$ cat src/rtl/sprite_compositor_if.sv
// Pixel-side bus of the sprite compositor: VGA coordinates, per-channel sprite
// controls, sprite ROM address/data, background pixel and composited outputs.
interface sprite_compositor_if #(
  parameter int unsigned N_SPR   = 8,
  parameter int unsigned ADDR_W  = 11,
  parameter int unsigned COLOR_W = 9
);
  logic [9:0]               h_count;
  logic [9:0]               v_count;
  logic [N_SPR*10-1:0]      spr_x;
  logic [N_SPR*10-1:0]      spr_y;
  logic [N_SPR-1:0]         spr_en;
  logic [N_SPR-1:0]         spr_mirror;
  logic [N_SPR*ADDR_W-1:0]  spr_addr;
  logic [N_SPR*COLOR_W-1:0] spr_data;
  logic [COLOR_W-1:0]       bg_data;
  logic [COLOR_W-1:0]       rgb;
  logic [N_SPR-1:0]         collision;
  logic                     frame_done;

  modport master (
    output h_count, v_count, spr_x, spr_y, spr_en, spr_mirror, spr_data, bg_data,
    input  spr_addr, rgb, collision, frame_done
  );

  modport slave (
    input  h_count, v_count, spr_x, spr_y, spr_en, spr_mirror, spr_data, bg_data,
    output spr_addr, rgb, collision, frame_done
  );
endinterface

$ cat src/rtl/sprite_compositor.sv
// Three-stage sprite/background compositor: box test and ROM addressing, ROM
// latency alignment, then priority/transparency mux with per-frame collision latch.
module sprite_compositor #(
  parameter int unsigned         N_SPR       = 8,
  parameter int unsigned         SPR_W       = 32,
  parameter int unsigned         SPR_H       = 32,
  parameter int unsigned         ADDR_W      = 11,
  parameter int unsigned         COLOR_W     = 9,
  parameter logic [COLOR_W-1:0]  TRANSPARENT = '0,
  parameter int unsigned         H_DISPLAY   = 640,
  parameter int unsigned         V_DISPLAY   = 480
) (
  input  logic               i_clk,
  input  logic               i_rst_n,
  sprite_compositor_if.slave bus
);
  localparam int unsigned CRD_W = 10;
  localparam int unsigned SUM_W = 11;

  logic [SUM_W-1:0]   w_h;
  logic [SUM_W-1:0]   w_v;
  logic               w_visible;
  logic [N_SPR-1:0]   w_in_box;
  logic [ADDR_W-1:0]  w_addr [N_SPR];
  logic [COLOR_W-1:0] w_data [N_SPR];
  logic [N_SPR-1:0]   w_opaque;
  logic [COLOR_W-1:0] w_pix;
  logic               w_latch;

  logic [N_SPR-1:0]   r_in_box_a;
  logic [ADDR_W-1:0]  r_addr [N_SPR];
  logic               r_vis_a;
  logic [CRD_W-1:0]   r_h_a;
  logic [CRD_W-1:0]   r_v_a;
  logic [N_SPR-1:0]   r_in_box_b;
  logic               r_vis_b;
  logic [CRD_W-1:0]   r_h_b;
  logic [CRD_W-1:0]   r_v_b;
  logic [COLOR_W-1:0] r_rgb;
  logic [N_SPR-1:0]   r_hit_acc;
  logic [N_SPR-1:0]   r_collision;
  logic               r_frame_done;

  // 11-bit coordinates keep x+SPR_W from wrapping at the right edge
  assign w_h       = {1'b0, bus.h_count};
  assign w_v       = {1'b0, bus.v_count};
  assign w_visible = (bus.h_count < CRD_W'(H_DISPLAY)) && (bus.v_count < CRD_W'(V_DISPLAY));

  for (genvar g = 0; g < N_SPR; g++) begin : g_ch
    logic [SUM_W-1:0]  w_x;
    logic [SUM_W-1:0]  w_y;
    logic [SUM_W-1:0]  w_rel_x;
    logic [SUM_W-1:0]  w_rel_y;
    logic [ADDR_W-1:0] w_col;

    assign w_x         = {1'b0, bus.spr_x[CRD_W*g +: CRD_W]};
    assign w_y         = {1'b0, bus.spr_y[CRD_W*g +: CRD_W]};
    assign w_in_box[g] = bus.spr_en[g]
                         && (w_h >= w_x) && (w_h < w_x + SUM_W'(SPR_W))
                         && (w_v >= w_y) && (w_v < w_y + SUM_W'(SPR_H));
    assign w_rel_x     = w_h - w_x;
    assign w_rel_y     = w_v - w_y;
    assign w_col       = bus.spr_mirror[g] ? ADDR_W'(SPR_W - 1) - ADDR_W'(w_rel_x)
                                           : ADDR_W'(w_rel_x);
    assign w_addr[g]   = w_in_box[g] ? ADDR_W'(32'(w_rel_y) * SPR_W) + w_col : '0;
    assign w_data[g]   = bus.spr_data[COLOR_W*g +: COLOR_W];
    assign w_opaque[g] = r_in_box_b[g] && (w_data[g] != TRANSPARENT);
    assign bus.spr_addr[ADDR_W*g +: ADDR_W] = r_addr[g];
  end

  // Lowest-index opaque channel wins; background shows through otherwise
  always_comb begin
    w_pix = bus.bg_data;
    for (int i = int'(N_SPR) - 1; i >= 0; i--) begin
      if (w_opaque[i]) w_pix = w_data[i];
    end
  end

  assign w_latch = (r_h_b == '0) && (r_v_b == CRD_W'(V_DISPLAY));

  always_ff @(posedge i_clk or negedge i_rst_n) begin
    if (!i_rst_n) begin
      r_in_box_a   <= '0;
      r_vis_a      <= 1'b0;
      r_h_a        <= '0;
      r_v_a        <= '0;
      r_in_box_b   <= '0;
      r_vis_b      <= 1'b0;
      r_h_b        <= '0;
      r_v_b        <= '0;
      r_rgb        <= '0;
      r_hit_acc    <= '0;
      r_collision  <= '0;
      r_frame_done <= 1'b0;
      for (int i = 0; i < int'(N_SPR); i++) r_addr[i] <= '0;
    end else begin
      r_in_box_a <= w_in_box;
      r_vis_a    <= w_visible;
      r_h_a      <= bus.h_count;
      r_v_a      <= bus.v_count;
      for (int i = 0; i < int'(N_SPR); i++) r_addr[i] <= w_addr[i];

      r_in_box_b <= r_in_box_a;
      r_vis_b    <= r_vis_a;
      r_h_b      <= r_h_a;
      r_v_b      <= r_v_a;

      r_rgb        <= r_vis_b ? w_pix : '0;
      r_frame_done <= w_latch;
      // Latch pixel is never visible, so latch and accumulate are exclusive
      if (w_latch) begin
        r_collision <= r_hit_acc;
        r_hit_acc   <= '0;
      end else if (r_vis_b && w_opaque[0]) begin
        r_hit_acc <= r_hit_acc | (w_opaque & ~N_SPR'(1));
      end
    end
  end

  assign bus.rgb        = r_rgb;
  assign bus.collision  = r_collision;
  assign bus.frame_done = r_frame_done;
endmodule

$ cat src/flat_wrapper.sv
// flat-port wrapper written by rule: the top's interface ports become plain ports
module sprite_compositor_flat 
#(
  parameter int unsigned         N_SPR       = 8,
  parameter int unsigned         SPR_W       = 32,
  parameter int unsigned         SPR_H       = 32,
  parameter int unsigned         ADDR_W      = 11,
  parameter int unsigned         COLOR_W     = 9,
  parameter logic [COLOR_W-1:0]  TRANSPARENT = '0,
  parameter int unsigned         H_DISPLAY   = 640,
  parameter int unsigned         V_DISPLAY   = 480
)
  (i_clk, i_rst_n, bus_h_count, bus_v_count, bus_spr_x, bus_spr_y, bus_spr_en, bus_spr_mirror, bus_spr_data, bus_bg_data, bus_spr_addr, bus_rgb, bus_collision, bus_frame_done);
  sprite_compositor_if #(.N_SPR(N_SPR), .ADDR_W(ADDR_W), .COLOR_W(COLOR_W)) bus_i ();
  input  logic i_clk;
  input  logic i_rst_n;
  input wire logic [$bits(bus_i.h_count)-1:0] bus_h_count;
  input wire logic [$bits(bus_i.v_count)-1:0] bus_v_count;
  input wire logic [$bits(bus_i.spr_x)-1:0] bus_spr_x;
  input wire logic [$bits(bus_i.spr_y)-1:0] bus_spr_y;
  input wire logic [$bits(bus_i.spr_en)-1:0] bus_spr_en;
  input wire logic [$bits(bus_i.spr_mirror)-1:0] bus_spr_mirror;
  input wire logic [$bits(bus_i.spr_data)-1:0] bus_spr_data;
  input wire logic [$bits(bus_i.bg_data)-1:0] bus_bg_data;
  output wire logic [$bits(bus_i.spr_addr)-1:0] bus_spr_addr;
  output wire logic [$bits(bus_i.rgb)-1:0] bus_rgb;
  output wire logic [$bits(bus_i.collision)-1:0] bus_collision;
  output wire logic [$bits(bus_i.frame_done)-1:0] bus_frame_done;
  assign bus_i.h_count = bus_h_count;
  assign bus_i.v_count = bus_v_count;
  assign bus_i.spr_x = bus_spr_x;
  assign bus_i.spr_y = bus_spr_y;
  assign bus_i.spr_en = bus_spr_en;
  assign bus_i.spr_mirror = bus_spr_mirror;
  assign bus_i.spr_data = bus_spr_data;
  assign bus_i.bg_data = bus_bg_data;
  assign bus_spr_addr = bus_i.spr_addr;
  assign bus_rgb = bus_i.rgb;
  assign bus_collision = bus_i.collision;
  assign bus_frame_done = bus_i.frame_done;
  sprite_compositor #(.N_SPR(N_SPR), .SPR_W(SPR_W), .SPR_H(SPR_H), .ADDR_W(ADDR_W), .COLOR_W(COLOR_W), .TRANSPARENT(TRANSPARENT), .H_DISPLAY(H_DISPLAY), .V_DISPLAY(V_DISPLAY)) u_core (.i_clk(i_clk), .i_rst_n(i_rst_n), .bus(bus_i));
endmodule
$ cat config.mk
export PLATFORM = sky130hd
export DESIGN_NAME = sprite_compositor_flat
export DESIGN_NICKNAME = d
export VERILOG_FILES = /design/src/rtl/sprite_compositor_if.sv /design/src/rtl/sprite_compositor.sv /design/src/flat_wrapper.sv
export SDC_FILE = /design/constraint.sdc
export NUM_CORES = 1
export LEC_CHECK = 0
export ABC_AREA = 1
export BUFFER_PORTS_ARGS = -buffer_cell sky130_fd_sc_hd__clkbuf_2
export CAP_MARGIN = 20
export CORE_MARGIN = 1
export CORE_UTILIZATION = 36
export DETAILED_ROUTE_END_ITERATION = 8
export GPL_TIMING_DRIVEN = 0
export PLACE_DENSITY = 0.66
export SYNTH_ARGS = -nofsm -noshare
export SYNTH_HDL_FRONTEND = slang
export SYNTH_SLANG_ARGS = --single-unit
export TNS_END_PERCENT = 100
$ cat constraint.sdc
create_clock -name i_clk -period 1.5 [get_ports i_clk]
set_clock_uncertainty 0.15 [all_clocks]
set_input_delay 0.15 -clock i_clk [delete_from_list [all_inputs] [get_ports i_clk]]
set_output_delay 0.15 -clock i_clk [all_outputs]
set_load 0.05 [all_outputs]
# Word level (Yosys, flattened, before mapping)
# Index checks and enable logic that the tools add are counted.
# Widths: inputs -> output; s select.
# totals
register_bits	172
latchBits	0
mem_bits_rw	0
rom_bits	0
inputBits	279
out_inout_bits	106
word_cells	184
mem_count	0
# classes
n_addsub	48
n_mul	0
div	0
magnitude_cmp	34
n_eq_ne	1
shifts	0
muxes	27
n_bitwise	1
reduce_logical	53
# op_table
operator	count
$add 10x6->11 const B	16
$lt 10x11->1	16
$mux 11	16
$ge 10x10->1	16
$add 11x11->11	8
$sub 10x10->11	8
$sub 5x11->11 const A	8
$mux 9	9
$reduce_bool 9->1	8
$sub 6x6->6	8
$logic_and 1x1->1	43
$mux 8	2
$eq 10x9->1 const B	1
$logic_not 10->1	1
$lt 10x10->1 const B	1
$lt 10x9->1 const B	1
$or 8x8->8	1
$reduce_bool 2->1	1

# Logic depth before layout (Yosys ltp)
# Gate-level depths: netlist (run 1).
# logic_depth
word_depth	11
mapped_depth	24

# Least setup slack after synthesis (run 1)
# Ideal clock, no wire load.
# synth_timing
path_type	input to register
start	input bus_h_count[0]
end	register u_core.r_addr (netlist bit u_core.bus.spr_addr[87])
setup_ns	0.119
arrival_ns	2.899
path_slack_ns	-1.668
cell_stages	22
path_cell_list	inv_1 > ha_1 > inv_1 > fa_1 > nand2_1 > nand3_1 > nand2_1 > nand2_2 > ha_1 > nor2_1 > xor2_1 > ha_1 > a21o_1 > a31oi_1 > or2_2 > nand2_1 > nand2_1 > nand2_1 > inv_1 > nand2_1 > a21oi_1 > nor2_1
# synth_lines
element	line_no	rtl
start: declaration	flat_wrapper.sv:17	input wire logic [$bits(bus_i.h_count)-1:0] bus_h_count;
end: declaration	sprite_compositor.sv:31	logic [ADDR_W-1:0] r_addr [N_SPR];

==> results of run 1 <==
[worst reg2reg max path, stage by stage (launching register included)]
cell	delay (ns)
dfrtp_2	0.45
buf_6	0.16
buf_4	0.11
nand3_2	0.10
nand3_4	0.13
nand2_2	0.07
nand3_2	0.06
nand3_2	0.06
nand2_2	0.07
nand2_2	0.07
a21oi_2	0.19
[power breakdown]
part           total, uW  internal (uW)  switching [uW]
Sequential          4840           4760            76.3
Combinational      12200           5300            6930
Clock               4810           2300            2510
[timing repair]
action | CTS | global route
gates resized for setup | 362 | 302
cloned | 4 | 5
buffers inserted | 80 | 49
hold endpoints to repair | 166 | 0
pin swaps | 132 | 171
endpoints found under the setup margin | 124 | 158
hold buffers | 84 | 0
[path summary, 6_finish.rpt]
kind	slack, ns	start	depth (start not counted)	endpoint
min in group asynchronous	0.06	i_rst_n	2	u_core.bus.spr_addr[55]$_DFF_PN0_
setup reg to reg	-0.19	u_core.r_in_box_b[7]$_DFF_PN0_	10	u_core.bus.rgb[0]$_DFF_PN0_
max in group asynchronous	0.19	i_rst_n	3	u_core.r_in_box_b[6]$_DFF_PN0_
hold reg to reg	0.19	u_core.r_v_a[4]$_DFF_PN0_	0	u_core.r_v_b[4]$_DFF_PN0_
setup / recovery	-1.38	bus_h_count[0]	25	u_core.bus.spr_addr[63]$_DFF_PN0_
hold / removal	0.02	bus_spr_x[20]	4	u_core.bus.spr_addr[22]$_DFF_PN0_
[metal layers]
| layer | track usage, % | vias to the layer above | part of all wire [%] |
|---|---|---|---|
| met5 | 0 | - | 0.13 |
| met4 | 12.3 | 14 | 4.4 |
| met3 | 5.22 | 208 | 6.9 |
| met2 | 40.7 | 741 | 46 |
| met1 | 31.6 | 9544 | 42 |
| li1 | - | 10300 | - |
[logic make-up (layout without fill, tap and decap cells)]
logic type / Yosys count / in the layout / share of synthesized area [%]
buffers and inverters: 501 / 1123 / 9.81
other: 1 / 14 / 0.0193
and+or+nand+nor: 1295 / 1299 / 29.3
xor gates and xnor gates: 172 / 172 / 7.74
AOI/OAI and AO/OA: 324 / 324 / 9.31
adders and majority gates: 328 / 328 / 22.0
DFF: 170 / 170 / 21.8
[layout by cell type (no fill, tap or decap), drive strengths merged]
cell type    count
diode           13
nand3b          11
fa              24
a41oi            2
a31oi           17
a21oi          156
inv            487
dfrtp          170
a21o             2
a211oi           5
o2111ai          4
dlygate4sd3     84
nand2          657
clkinvlp         5
xnor2           72
conb             1
o21a            10
nor4            16
clkbuf         390
buf            149
ha             304
or2             16
o21ai          102
and2             2
nor3b            2
o41ai            3
a221oi           2
o21bai           6
o31ai           14
clkinv           8
nor4b            1
nor2           300
xor2           100
a21boi           1
nand4           49
nor3            21
nand3          224
[flip-flops by register name, indices dropped and copies added, names as in the netlist, 8 cells and up]
register and count:
u_core.r_v_a 10, u_core.bus.spr_addr 88, u_core.r_h_a 10, u_core.r_in_box_b 8
u_core.r_v_b 10, u_core.bus.rgb 9, u_core.r_in_box_a 8, u_core.r_h_b 10
[cell type report]
class / count / area (um^2) / share of cell area, %
Buffer: 18 / 145 / 0.515
Antenna cell: 13 / 32.5 / 0.115
Multi-Input combinational cell: 2124 / 16100 / 57.2
Inverter: 483 / 1880 / 6.65
Tap cell: 688 / 861 / 3.05
Clock inverter: 14 / 175 / 0.621
Timing Repair Buffer: 587 / 4260 / 15.1
Timing Repair inverter: 3 / 25.0 / 0.0887
Sequential cell: 170 / 4260 / 15.1
Clock buffer: 18 / 439 / 1.56
[through the flow]
stage	total power (uW)	cells	hold WS, ns	setup slack (ns)
2_1_floorplan	11500	2791	-0.296	-1.48
3_3_place_gp	13700	3857	0.124	-3.41
3_5_place_dp	13800	3858	0.0772	-2.44
4_1_cts	20400	4053	-0.00888	-1.32
5_1_grt	23500	4112	0.0371	-1.52
6_report	21900	4118	0.0225	-1.38
==> results by group, run 1 <==
Global routing
  • Vias in the first global route: 18800
  • Largest net degree at the start of global routing: 104
  • Initial antenna violation count: 22
  • Global-route wire length before repair: between 100000 and 150000 um
  • Gr ovfl total: 0
  • GRT Util Overall: 25.1%

STA
  • Slew margin rel.: 58.5%
  • Min Clock Period, post-route: 2.88 ns
  • Max Clock Freq: around 350 MHz
  • Max Slew Vio Count: 0
  • Endpoints failing setup: 117
  • Worst setup margin: -1.38 ns
  • Least-Margin Pin Slew: about 0.62 ns
  • Final period util: 192%
  • Setup total negative slack: -54.59 ns
  • Fin. Hold Viols: 0
  • RSZ-0062 raised after global routing: true

Floorplanning
  • Standard cell core area: roughly 0.053 mm^2
  • Initial Util: 36.8%
  • # rows: 84
  • Chip width: 235 um
  • Die ar.: 0.0550 mm^2
  • I/O pin cnt: between 300 and 400
  • Die height: approximately 230 um

CTS
  • Clock Pin Slew Worst Setup and Hold Paths: 0.08 ns
  • Cts bufs inserted: 17
  • Worst-skew pair later-pin latency: 0.51 ns
  • CTS H-tree lvls: 4
  • Clock sinks: 170
  • Clock Path Buffers: 2
  • TritonCTS clock tree: yes
  • Root Driver: clkbuf_16

Routing
  • WL final: 72900 um
  • DR vias/cell: about 5
  • DRC: 0
  • Vias: 20800
  • DRT antenna net count: 0
  • Pre-antenna DRT Iters: 6
  • 1st-iter DRT viols: about 980
  • Routed len/inst: 17.7 um

Logic synthesis
  • Cell with the most instances after synthesis: nand2_1
  • Mean Syn Cell Area: approximately 7 um^2
  • Synth async-reset ratio: 100%
  • Top post-synthesis cells by area: dfrtp_1, ha_1, nand2_1
  • Commonest cells in the netlist: nand2_1, inv_1, ha_1, nor2_1, nand3_1
  • Gate Count Post-Synth: 2791
  • Dominant synthesized flop cell: dfrtp_1
  • Ys Warns: 0
  • #FFs+latches synth: 170
  • Sequential share of the synthesized area: between 20% and 30%
  • Post-synth EDFFs: 0
  • Synthesized Nets: 3398
  • Post-synth top area share: 21.8%
  • Mapped Area: 0.0195 mm^2
  • Area leader, netlist: dfrtp_1
  • Netlist cell types: 48

Power and ir drop
  • PD cells: slightly below 800 mW/mm^2
  • Leak pwr: around 0.015 uW
  • Worst VDD drop: around 0.95 mV

Finish
  • Fill cell count: between 4000 and 5000
  • Area delta synth->final: 44.9%
  • Final Core Density: 53.3%
  • Share of post-route cells with drive strength above 1: 33.4%
  • Final Instance Area: 0.0282 mm^2
  • Layout Nets: 4011

Place
  • Port bufs: 378
  • Routability-driven placement congestion ratio: 0.936
  • Post-DP HPWL: approximately 48000 um
  • Dpl cell area: 0.0229 mm^2

Setup path
  • Worst path top cell family by delay: buffers and inverters
  • Crit path max fanout: 5
  • Worst setup path category: in -> reg
  • Slowest CP cell: fa_2
  • Crit path launch type: primary input
  • CP Buf/Inv Count: 10
  • Crit end category: flip-flop
  • WP data arrival: 3.13 ns
  • Max incr delay on CP: 0.35 ns
  • Critical Path RT: 1.74 ns

Run status
  • Failing checks: setup timing
  • Status: finished with violations

Min path
  • HP Class: in -> reg

Run
  • Maximum Capacitance Violations: 0
(Power assumes the default switching activity.)
==> run 2: changes to the inputs <==
- BUFFER_PORTS_ARGS: -buffer_cell sky130_fd_sc_hd__clkbuf_2 -> -buffer_cell sky130_fd_sc_hd__buf_2
- HOLD_SLACK_MARGIN: unset -> 0.05
==> run 2 against run 1 <==
The run still ends with setup timing left. Die area unchanged. Worst hold slack got worse by 0.015 ns. Global-route usage decreased by 0.40 points. Final cell count about the same. Critical endpoint is now u_core.bus.spr_addr[87]$_DFF_PN0_. Largest power group unchanged.
==> results by group, run 2 (same netlist as run 1, synthesis figures left out) <==
CTS
  • Clock sinks: 170
  • Clock Path Buffers: 2
  • Worst-skew pair later-pin latency: around 0.50 ns
  • CTS H-tree lvls: 4
  • Cts bufs inserted: 17
  • TritonCTS clock tree: yes
  • Clock Pin Slew Worst Setup and Hold Paths: 0.07 ns
  • Root Driver: clkbuf_16

Global routing
  • Most utilized layer in the global route result: met2
  • M1 GR Usage: 31.5%
  • Vias in the first global route: 18700
  • Global-route wire length before repair: just over 100000 um
  • Initial antenna violation count: 25
  • Met3 Resource Use GR: ~5.4%
  • GRT Util Overall: between 20% and 30%
  • Largest net degree at the start of global routing: between 100 and 150
  • Gr ovfl total: 0
  • GR Layer Usage met2: 40.5%

Routing
  • Pre-antenna DRT Iters: 5
  • Vias: ~21000
  • DRC: 0
  • DR vias/cell: just over 5
  • Routed len/inst: about 18 um
  • 1st-iter DRT viols: 1128
  • DRT antenna net count: 0
  • WL final: 72900 um

Finish
  • Layout Nets: 4009
  • Multi-input gate area: 0.0162 mm^2
  • Most frequent cells in the layout: nand2_1, inv_1, buf_2
  • Share of post-route cells with drive strength above 1: 33.4%
  • Area delta synth->final: 44.7%
  • Most common cell after layout, fill and taps aside: nand2_1
  • Register area: about 0.0043 mm^2
  • Largest register FFs: between 80 and 90
  • Fill cell count: 4885
  • Final instance count without filler cells: 4117

STA
  • RSZ-0062 raised after global routing: true
  • Min Clock Period, post-route: ~2.9 ns
  • Max Slew Vio Count: 0
  • WHS: 0.00714 ns
  • Max Clock Freq: 346 MHz
  • Slew margin rel.: 59.7%
  • Final period util: 192%
  • Worst setup margin: -1.39 ns
  • Endpoints failing setup: 110
  • Fin. Hold Viols: 0
  • Setup total negative slack: -49.61 ns
  • Least-Margin Pin Slew: around 0.60 ns

Power and ir drop
  • Worst VDD drop: roughly 0.87 mV
  • Total power: 21900 uW
  • PD cells: between 700 and 800 mW/mm^2
  • Leak pwr: 0.0145 uW

Setup path
  • Critical Path Most Common Cell: nand2_2
  • Critical Path RT: 1.73 ns
  • Crit end category: flip-flop
  • Slowest CP cell: fa_2
  • CP Buf/Inv Count: 5
  • Crit path max fanout: 5
  • Worst path top cell family by delay: adder cells
  • Worst setup path category: in -> reg
  • Crit path launch type: primary input
  • Max incr delay on CP: 0.39 ns
  • WP data arrival: 3.12 ns
  • Crit-path cells: buf_8 -> clkinvlp_4 -> buf_12 -> ha_4 -> inv_4 -> fa_2 -> nand2_2 -> nand3_2 -> nand2_2 -> nand2_4 -> ha_4 -> nor2_4 -> xor2_1 -> ha_1 -> a21o_1 -> a31oi_2 -> or2_4 -> nand2_2 -> nand2_2 -> nand2_2 -> inv_2 -> nand2_4 -> a21oi_4 -> nor2_4

Min path
  • HP Class: in -> reg

Floorplanning
  • # rows: 84
  • Die height: 235 um
  • I/O pin cnt: 385
  • Die ar.: 0.0550 mm^2
  • Standard cell core area: approximately 0.053 mm^2
  • Chip width: 235 um
  • Initial Util: approximately 37%

Place
  • Cells after DPL: roughly 3900
  • Routability-driven placement congestion ratio: 0.938
  • Port bufs: between 300 and 400
  • Place WS: -2.36 ns
  • Post-DP HPWL: 48300 um

Run status
  • Status: finished with violations
  • Failing checks: setup timing

Run
  • Maximum Capacitance Violations: 0
-- run 2: cell types whose count changed in the layout (fill, tap and decap cells not counted), moves of 7 or more --
cell,change
buf_12,+7
buf_2,+338
nand2_1,+10
buf_4,+8
nor2_2,+12
nor2_1,-14
clkbuf_8,-13
clkbuf_16,-9
ha_1,-7
nand2_2,-11
clkbuf_2,-340
dlygate4sd3_1,+7
-- run 2: path summary, 6_finish.rpt --
path	from	end	slack (ns)	depth (start not counted)
max in group asynchronous	i_rst_n	u_core.r_in_box_b[3]$_DFF_PN0_	0.19	3
worst max-delay path	bus_h_count[0]	u_core.bus.spr_addr[87]$_DFF_PN0_	-1.39	24
worst max register to register	u_core.r_in_box_b[6]$_DFF_PN0_	u_core.bus.rgb[6]$_DFF_PN0_	-0.21	10
worst min-delay path	bus_spr_x[20]	u_core.bus.spr_addr[22]$_DFF_PN0_	0.007	4
worst min register to register	u_core.r_h_a[2]$_DFF_PN0_	u_core.r_h_b[2]$_DFF_PN0_	0.19	0
min in group asynchronous	i_rst_n	u_core.bus.spr_addr[55]$_DFF_PN0_	0.03	2
-- run 2: area by class of cell --
| cell class | instances | share of cell area (%) |
|---|---|---|
| repair buffers | 586 | 14.9 |
| multi-input cells | 2124 | 57.5 |
| inverters | 483 | 6.67 |
| clock buffers | 18 | 1.56 |
| repair inverters | 2 | 0.0533 |
| plain buffers | 18 | 0.493 |
| flip-flops and latches | 170 | 15.1 |
| well taps | 688 | 3.06 |
| diodes | 14 | 0.124 |
| clock inverters | 14 | 0.613 |
-- run 2: per-stage QoR --
step,util [%],area (um^2)
floorplan,-,20100
global placement,43.1,22900
detailed placement,43.2,22900
CTS,48.9,25900
global route,53.2,28200
finish,53.2,28200
-- run 2: metal layers --
metal	share of wire, %	up-vias
met5	0.15	-
met1	42	9635
met4	4.1	18
met3	6.7	189
li1	-	10300
met2	47	698
-- run 2: power breakdown --
group / internal [uW] / total [uW] / switching, uW
clock network: 2290 / 4730 / 2450
registers: 4760 / 4830 / 71.7
logic: 5340 / 12300 / 7000
-- run 2: timing repair --
action / CTS / global route
gates resized for setup: 245 / 425
pin swaps: 91 / 218
cloned: 2 / 6
setup buffers: 55 / 61
endpoints found under the setup margin: 121 / 119
hold buffers: 90 / 8
hold endpoints to repair: 281 / 9
-- run 2: worst min-delay path, stage by stage --
cell and delay [ns]:
buf_2 0.10, ha_4 0.13, xor2_1 0.08, nor2_4 0.14
